===== src/rtl/timer_counter.sv =====
// timer_counter: memory-mapped down-counting timer with level/pulse interrupt.
// Register map (addr[3:2]): 0 CTRL {IM, MODE[1:0], EN}, 1 PRESET, 2 COUNT (ro), 3 reserved.
// Optional feature macro: TC_AUTO_RELOAD_EN enables MODE=1 periodic reload with a
// one-cycle irq pulse. Without it, MODE is not stored and every expiry is one-shot.
//
// state | meaning
// ------+-----------------------------------------------------------
// IDLE  | stopped; waits for EN=1
// LOAD  | copies PRESET into COUNT
// CNT   | decrements COUNT to 0 while EN=1; EN=0 stops and holds COUNT
// INT   | expiry cycle; one-shot clears EN, periodic keeps it for reload
module timer_counter #(
    parameter int CNT_WIDTH = 32
) (
    input  logic        clk,
    input  logic        reset,
    input  logic [31:0] addr,
    input  logic        we,
    input  logic [3:0]  byteen,
    input  logic [31:0] wdata,
    output logic [31:0] rdata,
    output logic        irq
);

    typedef enum logic [1:0] {
        ST_IDLE = 2'd0,
        ST_LOAD = 2'd1,
        ST_CNT  = 2'd2,
        ST_INT  = 2'd3
    } state_t;

    state_t                 state_q, state_d;
    logic                   en_q, en_d;
    logic                   im_q, im_d;
    logic [CNT_WIDTH-1:0]   preset_q, preset_d;
    logic [CNT_WIDTH-1:0]   count_q, count_d;
    logic                   irq_flag_q, irq_flag_d;
    logic                   irq_q, irq_d;
    logic [1:0]             mode_rd;
    logic                   periodic;
`ifdef TC_AUTO_RELOAD_EN
    logic [1:0]             mode_q, mode_d;
`endif

    logic [1:0]             sel;
    logic                   wr_any;
    logic                   wr_ctrl_any;
    logic                   wr_ctrl_lane0;
    logic                   wr_preset;
    logic [31:0]            preset_wr_data;
    logic                   unused_bits;

    assign sel           = addr[3:2];
    assign wr_any        = we && (byteen != 4'b0000);
    assign wr_ctrl_any   = wr_any && (sel == 2'd0);
    assign wr_ctrl_lane0 = we && byteen[0] && (sel == 2'd0);
    assign wr_preset     = wr_any && (sel == 2'd1);
    assign unused_bits   = ^{addr[31:4], addr[1:0], preset_wr_data};

`ifdef TC_AUTO_RELOAD_EN
    assign mode_rd  = mode_q;
    assign periodic = (mode_q == 2'd1);
`else
    assign mode_rd  = 2'b00;
    assign periodic = 1'b0;
`endif

    // Combinational read mux; unused high bits of narrow counters read 0.
    always_comb begin
        rdata = 32'h0;
        case (sel)
            2'd0:    rdata = {28'h0, im_q, mode_rd, en_q};
            2'd1:    rdata = 32'(preset_q);
            2'd2:    rdata = 32'(count_q);
            default: rdata = 32'h0;
        endcase
    end

    // Next-state logic: FSM first, then CPU writes override so a CTRL write beats the INT EN clear.
    always_comb begin
        state_d    = state_q;
        count_d    = count_q;
        en_d       = en_q;
        im_d       = im_q;
        preset_d   = preset_q;
        irq_flag_d = irq_flag_q;
`ifdef TC_AUTO_RELOAD_EN
        mode_d     = mode_q;
`endif

        preset_wr_data = 32'(preset_q);
        for (int i = 0; i < 4; i++) begin
            if (byteen[i]) begin
                preset_wr_data[8*i +: 8] = wdata[8*i +: 8];
            end
        end

        if (wr_ctrl_any || wr_preset) begin
            irq_flag_d = 1'b0;
        end

        case (state_q)
            ST_IDLE: begin
                if (en_q) begin
                    state_d = ST_LOAD;
                end
            end
            ST_LOAD: begin
                count_d = preset_q;
                state_d = ST_CNT;
            end
            ST_CNT: begin
                if (!en_q) begin
                    state_d = ST_IDLE;
                end else if (count_q != '0) begin
                    count_d = count_q - CNT_WIDTH'(1);
                end else begin
                    state_d    = ST_INT;
                    irq_flag_d = 1'b1;
                end
            end
            ST_INT: begin
                if (periodic) begin
                    irq_flag_d = 1'b0;
                end else begin
                    en_d = 1'b0;
                end
                state_d = ST_IDLE;
            end
            default: state_d = ST_IDLE;
        endcase

        if (wr_ctrl_lane0) begin
            en_d = wdata[0];
            im_d = wdata[3];
`ifdef TC_AUTO_RELOAD_EN
            mode_d = wdata[2:1];
`endif
        end
        if (wr_preset) begin
            preset_d = preset_wr_data[CNT_WIDTH-1:0];
        end

        irq_d = irq_flag_d && im_d;
    end

    // State and register file flops with asynchronous active-low reset.
    always_ff @(posedge clk or negedge reset) begin
        if (!reset) begin
            state_q    <= ST_IDLE;
            en_q       <= 1'b0;
            im_q       <= 1'b0;
            preset_q   <= '0;
            count_q    <= '0;
            irq_flag_q <= 1'b0;
            irq_q      <= 1'b0;
`ifdef TC_AUTO_RELOAD_EN
            mode_q     <= 2'b00;
`endif
        end else begin
            state_q    <= state_d;
            en_q       <= en_d;
            im_q       <= im_d;
            preset_q   <= preset_d;
            count_q    <= count_d;
            irq_flag_q <= irq_flag_d;
            irq_q      <= irq_d;
`ifdef TC_AUTO_RELOAD_EN
            mode_q     <= mode_d;
`endif
        end
    end

    assign irq = irq_q;

endmodule


===== config.mk =====
export PLATFORM = sky130hd
export DESIGN_NAME = timer_counter
export DESIGN_NICKNAME = d
export VERILOG_FILES = /design/src/rtl/timer_counter.sv
export SDC_FILE = /design/constraint.sdc
export NUM_CORES = 1
export LEC_CHECK = 0
export ABC_AREA = 1
export CAP_MARGIN = 20
export CORE_UTILIZATION = 51
export DETAILED_ROUTE_END_ITERATION = 16
export PLACE_DENSITY = 0.82
export SETUP_SLACK_MARGIN = 0.1
export SYNTH_ARGS = -nofsm -noshare
export SYNTH_HDL_FRONTEND = slang
export SYNTH_SLANG_ARGS = --single-unit

===== constraint.sdc =====
create_clock -name clk -period 2.2 [get_ports clk]
set_input_delay 0.44 -clock clk [delete_from_list [all_inputs] [get_ports clk]]
set_output_delay 0.44 -clock clk [all_outputs]
set_load 0.005 [all_outputs]

==> results of run 1 <==
-- stage by stage --
stage / total power (uW) / hold WS [ns] / util (%)
floorplan: 4340 / 0.144 / -
global placement: 5160 / 0.430 / 63.8
detailed placement: 5280 / 0.436 / 63.8
CTS: 6440 / 0.0498 / 67.3
global route: 7070 / 0.0665 / 67.9
finish: 6580 / 0.0364 / 67.9
-- synthesized netlist by cell type (5+ instances only) --
cell      number  area [um^2]
dfrtp_1       70         1750
inv_1         82          308
o21ai_2       11         96.3
clkbuf_1       9         33.8
a21oi_1        8         40.0
nand4_1        6         37.5
nor2_1        69          259
nand2_1      175          657
buf_2          5         25.0
o22ai_1       26          163
o21ai_0       55          275
nand3_2        6         60.1
nand3_1       67          335
nor2_2         6         37.5
-- logic make-up (layout without fill, tap and decap cells) --
kind of cell / Yosys count / count (layout) / share of synthesized area [%]
and+or+nand+nor: 341 / 342 / 34.4
adders and majority gates: 1 / 1 / 0.284
AOI/OAI and AO/OA: 107 / 107 / 14.1
muxes: 4 / 4 / 1.02
buffers and inverters: 107 / 195 / 10.1
DFF: 70 / 70 / 39.7
xor gates and xnor gates: 2 / 2 / 0.397
-- area by class of cell --
| type | count | area share [%] |
|---|---|---|
| tap | 105 | 2.33 |
| clock buffer | 10 | 2.44 |
| sequential | 70 | 31.1 |
| timing repair buffer | 94 | 16.4 |
| inverter | 84 | 5.73 |
| multi-input combinational | 456 | 40.3 |
| timing repair inverter | 1 | 0.155 |
| clock inverter | 6 | 1.51 |
-- power groups by stage --
| stage | sequential (uW) | combinational, uW | clock (uW) |
|---|---|---|---|
| after detailed placement | 2180 | 3090 | 0 |
| after CTS | 2160 | 3080 | 1200 |
| final | 2180 | 3210 | 1190 |
| after global placement | 2160 | 3000 | 0 |
| after floorplan | 2050 | 2290 | 0 |
| after global routing | 2240 | 3550 | 1280 |
-- layer usage --
metal | up-vias | track usage (%) | share of wire [%]
met2 | 207 | 50.2 | 48
met3 | 31 | 6.28 | 7.5
met5 | - | 0 | 0
met4 | 0 | 10.1 | 2.4
met1 | 2146 | 41.7 | 42
li1 | 2217 | - | -
-- worst min path at each step --
stage	from	slack, ns	to
3_5_place_dp	reset	0.44	preset_q[5]
5_1_grt	reset	0.07	count_q[5]
4_1_cts	reset	0.05	count_q[5]
2_1_floorplan	reset	0.14	count_q[0]
6_report	reset	0.04	preset_q[5]
3_3_place_gp	reset	0.43	preset_q[5]
-- cells in the final DEF, fill, tap and decap left out, types with 8 or more instances in the layout --
cell type | Yosys | routed
a21oi_1 | 8 | 8
buf_4 | 2 | 14
clkbuf_8 | 0 | 10
clkdlybuf4s50_1 | 0 | 38
dfrtp_1 | 70 | 70
dlygate4sd2_1 | 0 | 21
inv_1 | 82 | 81
nand2_1 | 175 | 174
nand3_1 | 67 | 67
nor2_1 | 69 | 69
o21ai_0 | 55 | 52
o21ai_2 | 11 | 11
o22ai_1 | 26 | 23
-- sequential cells by signal, indices dropped and copies added (netlist names) --
name	cells
count_q	32
state_q	2
irq_flag_q	1
en_q	1
im_q	1
preset_q	32
irq	1
-- what timing repair did --
action	4_1_cts	5_1_grt
setup buffers	3	1
endpoints found under the hold margin	0	0
endpoints found under the setup margin	55	34
gates cloned	2	1
pin swaps	1	1
resized for setup	62	11
-- worst reg2reg max path: cells and delay by family, from the launching register on --
kind          cells  cell delay [ns]
simple gates      6             0.94
fa+ha+maj         1             0.27
flops             1             0.36
buf+inv           2             0.39
==> impl_metrics.ini, run 1 <==
[worst_setup_path]
r2r_start = count_q[0]
path_class = in -> out
crit_chain = dlygate4sd2_1 > inv_2 > nand2_4 > bufbuf_16 > o22ai_2 > clkdlybuf4s15_1
cp_num_buf_inv = 4
r2r_end = count_q[20]
cpPeakStageDelay_ns = 0.31
critical_path_arrival_ns = 1.63
required_ns = 1.76
crit_fanout = 16
cp-start-kind = primary input
crit_cells = 6
end_kind = output port
rrSetupSlack_ns = 0.18
cpMaxStageDelayCell = bufbuf_16
crit_family = buffers and inverters
rr_worst_depth = 9
crit_end = rdata[10]
crit_start = addr[2]

[synthesis]
synthCells = 632
seq_area_frac_synth_pct = 39.7
syn_avg_cell_area_um2 = 6.98
synthesis.area_mm2 = 0.00441
synthFlopType = dfrtp_1
async_reset_ff_share_pct = 100
synth_nets = 704
synth_seq_cells = 70
synth_edf_count = 0
ys_warn_count = 0
synthDistinctLibCells = 32

[layout]
final_area_mm2 = 0.00563
final_nets = 788
final_cells = 826
seqCellArea_mm2 = 0.00175
synthToLayoutAreaGrowth_pct = 27.7
drive_gt1_share_pct = 12.5
multiInputGateArea_mm2 = 0.00227
nFillCells = 724
antenna_cells = 0

[die]
io_pins = 104
die_area_mm2 = 0.00903
initial_utilization_pct = 53.2
core_area_mm2 = 0.00830
rows = 33
die_w_um = 95.0
die_y_um = 95.0

[placed_design]
dp_slack_ns = -0.425
dp_cells = 803
place_hpwl_um = 8850
place.gp.congestion = 0.928
placed_area_mm2 = 0.00530
io_buffers = 73

[routing]
dr.pass1.iters = 5
ant_nets = 0
drt_iter0_markers = 325
routedWlPerCell_um = 16.1
vias = 4601
vias_per_cell = 5.57
route.detailed.drc = 0
wl_um = 13300

[pwr]
peakVddDrop_uv = 633
power_switching_uw = 3060
clkPwrFrac_pct = 18.1
p_sw_share_pct = 46.5
seq_power_share_pct = 33.2
pwr-share-comb_pct = 48.7
pwr_density_cell_mw_per_mm2 = 1170
internal_power_uw = 3520
cellLeakagePower_uw = 0.00273

[cts]
cts_tree = built
cts-hold-fix-buffers = 0
cts.sinks = 70
clockBufferDepth = 2
htreeDepth = 3
root_buffer = clkbuf_8
numCtsBuffers = 9
clk_pin_slew_ns = 0.08
clkLatencyLatePin_ns = 0.35

[timing]
max_freq_mhz = 483
slew_headroom_pct = 67.0
worst_slew_pin_slew_ns = 0.493
setup_slack_ns = 0.128
period_minus_slack_ns = 2.07
fin_setup_tns_ns = 0
rsz0062_at_grt = true
setup_viol = 0
clock-skew-final_ns = 0.00820
drv_slew = 0
post-route-period-util_pct = 94.2
hold_violations = 0

[worst_hold_path]
hold_class = in -> async

[global_route]
grt_pass1_wl_um = 21300
grt_max_degree = 46
antenna_found_initial = 0
grt_pass1_vias = 4336
overflow = 0
grtUsageTotal_pct = 31.1

[job]
max_cap_violations = 0

[outcome]
outcome = complete, no violations
No activity file was read; power rests on OpenSTA's default activity.
==> inputs of run 2 (changes only) <==
--- a/config.mk
+++ b/config.mk
@@ -7,10 +7,10 @@
 export LEC_CHECK = 0
 export ABC_AREA = 1
 export CAP_MARGIN = 20
+export CORE_ASPECT_RATIO = 0.9
 export CORE_UTILIZATION = 51
 export DETAILED_ROUTE_END_ITERATION = 16
 export PLACE_DENSITY = 0.82
-export SETUP_SLACK_MARGIN = 0.1
 export SYNTH_ARGS = -nofsm -noshare
 export SYNTH_HDL_FRONTEND = slang
 export SYNTH_SLANG_ARGS = --single-unit
==> run 2 against run 1 <==
  * Register-to-register slack worse by 0.02 ns
  * Non-clock buffer count down 5
  * First-iteration DRC count shrank 19%
  * Clock-buffer cell count unchanged
  * Maximum frequency fell by 4.7%
  * Clock power is 9% lower
  * Via count decreased by 1.6%
  * Combinational power fell by 4%
  * Cell count increased by 0.36%
  * Total power fell by 3.9%
==> impl_metrics.ini, run 2 (synthesis gave the netlist of run 1 again) <==
[outcome]
outcome = complete, no violations

[pwr]
peakVddDrop_uv = 594
pwr-share-comb_pct = 48.5
internal_power_uw = 3370
cellLeakagePower_uw = 0.00274
seq_power_share_pct = 34.3
clkPwrFrac_pct = 17.1
pwr_density_cell_mw_per_mm2 = 1150
p_sw_share_pct = 46.7
power_switching_uw = 2950

[die]
rows = 31
die_y_um = 90.2
core_area_mm2 = 0.00822
io_pins = 104
initial_utilization_pct = 53.7
die_area_mm2 = 0.00903
die_w_um = 100

[cts]
cts_tree = built
clockBufferDepth = 2
numCtsBuffers = 9
clk_pin_slew_ns = 0.08
root_buffer = clkbuf_8
clkLatencyLatePin_ns = 0.36
cts.sinks = 70
htreeDepth = 3

[worst_setup_path]
end_kind = output port
crit_fanout = 16
required_ns = 1.76
rr_worst_depth = 9
cpMaxStageDelayCell = clkdlybuf4s50_1
rrSetupSlack_ns = 0.16
r2r_end = count_q[2]
path_class = in -> out
cpPeakStageDelay_ns = 0.52
critical_path_arrival_ns = 1.73
r2r_start = count_q[0]
crit_chain = dlygate4sd2_1 > nand2_4 > buf_12 > o22ai_2 > clkdlybuf4s50_1
cp-start-kind = primary input

[timing]
worst_slew_pin_slew_ns = 0.522
clock-skew-final_ns = 0.00649
hold_violations = 0
fin_hold_ws_ns = 0.0927
rsz0062_at_grt = true
setup_viol = 0
period_minus_slack_ns = 2.17
fin_setup_tns_ns = 0
drv_slew = 0
post-route-period-util_pct = 98.8
max_freq_mhz = 460
slew_headroom_pct = 65.1

[global_route]
grt_pass1_vias = 4262
grt_pass1_wl_um = 20500
overflow = 0
grt_max_degree = 71
antenna_found_initial = 0
grtUsageTotal_pct = 28.9

[routing]
route.detailed.drc = 0
vias = 4528
dr.pass1.iters = 5
drt_iter0_markers = 264
wl_um = 12600
ant_nets = 0
vias_per_cell = 5.46
routedWlPerCell_um = 15.2

[layout]
drive_gt1_share_pct = 10.8
synthToLayoutAreaGrowth_pct = 25.2
mostFrequentLayoutCell = nand2_1
antenna_cells = 0
final_nets = 781
top_regs = count_q: 32 flops, preset_q: 32 flops, state_q: 2 flops
layout_common_cells = 174 x nand2_1, 81 x inv_1, 70 x dfrtp_1, 69 x nor2_1, 67 x nand3_1
nFillCells = 763

[job]
max_cap_violations = 0

[placed_design]
place_hpwl_um = 8620
io_buffers = 73
place.gp.congestion = 0.903

[worst_hold_path]
hold_class = in -> async
[run 2: changes by cell type in the layout (fill, tap and decap cells not counted), sizes merged, moves of 2 or more]
cell / change
buf: -6
clkbuf: +2
clkdlybuf4s15: -11
clkinv: +2
dlygate4sd2: +6
dlymetal6s2s: +4
[run 2: how the worst max path moves through the flow]
stage,end,cells past startpoint,from,slack [ns]
after CTS,rdata[3],6,addr[2],-0.24
final,rdata[11],5,addr[3],0.03
after global placement,rdata[0],5,addr[3],-0.35
after global routing,rdata[11],5,addr[3],-0.02
after floorplan,count_q[10],10,count_q[0],0.54
after detailed placement,rdata[3],5,addr[3],-0.43
[run 2: cell type report]
class	count	area [um^2]	area share, %
sequential	70	1750	31.7
inverter	84	323	5.85
clock inverter	6	61.3	1.11
tap	115	144	2.61
timing repair buffer	89	867	15.7
multi-input combinational	455	2240	40.5
clock buffer	10	138	2.49
[run 2: power groups by stage]
| stage | registers [uW] | clock network, uW | logic (uW) |
|---|---|---|---|
| after floorplan | 2050 | 0 | 2290 |
| after global placement | 2160 | 0 | 2990 |
| after detailed placement | 2180 | 0 | 3070 |
| after CTS | 2160 | 1090 | 3020 |
| after global routing | 2220 | 1140 | 3460 |
| final | 2170 | 1080 | 3070 |
[run 2: worst max-delay path: cells and delay by family]
kind,cells,cell delay (ns)
AOI/OAI and AO/OA,1,0.15
buffers and inverters,3,1.02
and+or+nand+nor,1,0.12
[run 2: what timing repair did]
action,4_1_cts,5_1_grt
setup endpoints to repair,32,41
setup buffers,0,1
hold buffers,0,0
resized for setup,32,14
gates cloned,0,1
[run 2: per-stage QoR]
stage | setup WS, ns | total power [uW] | instance area (um^2) | utilization [%] | std cells
after floorplan | 0.545 | 4340 | 4410 | - | 632
after global placement | -0.350 | 5150 | 5290 | 64.4 | 811
after detailed placement | -0.433 | 5250 | 5290 | 64.4 | 811
after CTS | -0.243 | 6270 | 5460 | 66.4 | 827
after global routing | -0.0240 | 6820 | 5520 | 67.1 | 829
final | 0.0259 | 6320 | 5520 | 67.1 | 829
[run 2: per-layer routing]
metal	track usage, %	vias up	wire length (um)	share of wire (%)
met5	0	-	0	0
met4	7.73	0	150	1.2
met3	4.35	14	916	7.3
met2	45.7	179	5770	46
met1	41.4	2130	5800	46
li1	-	2205	-	-
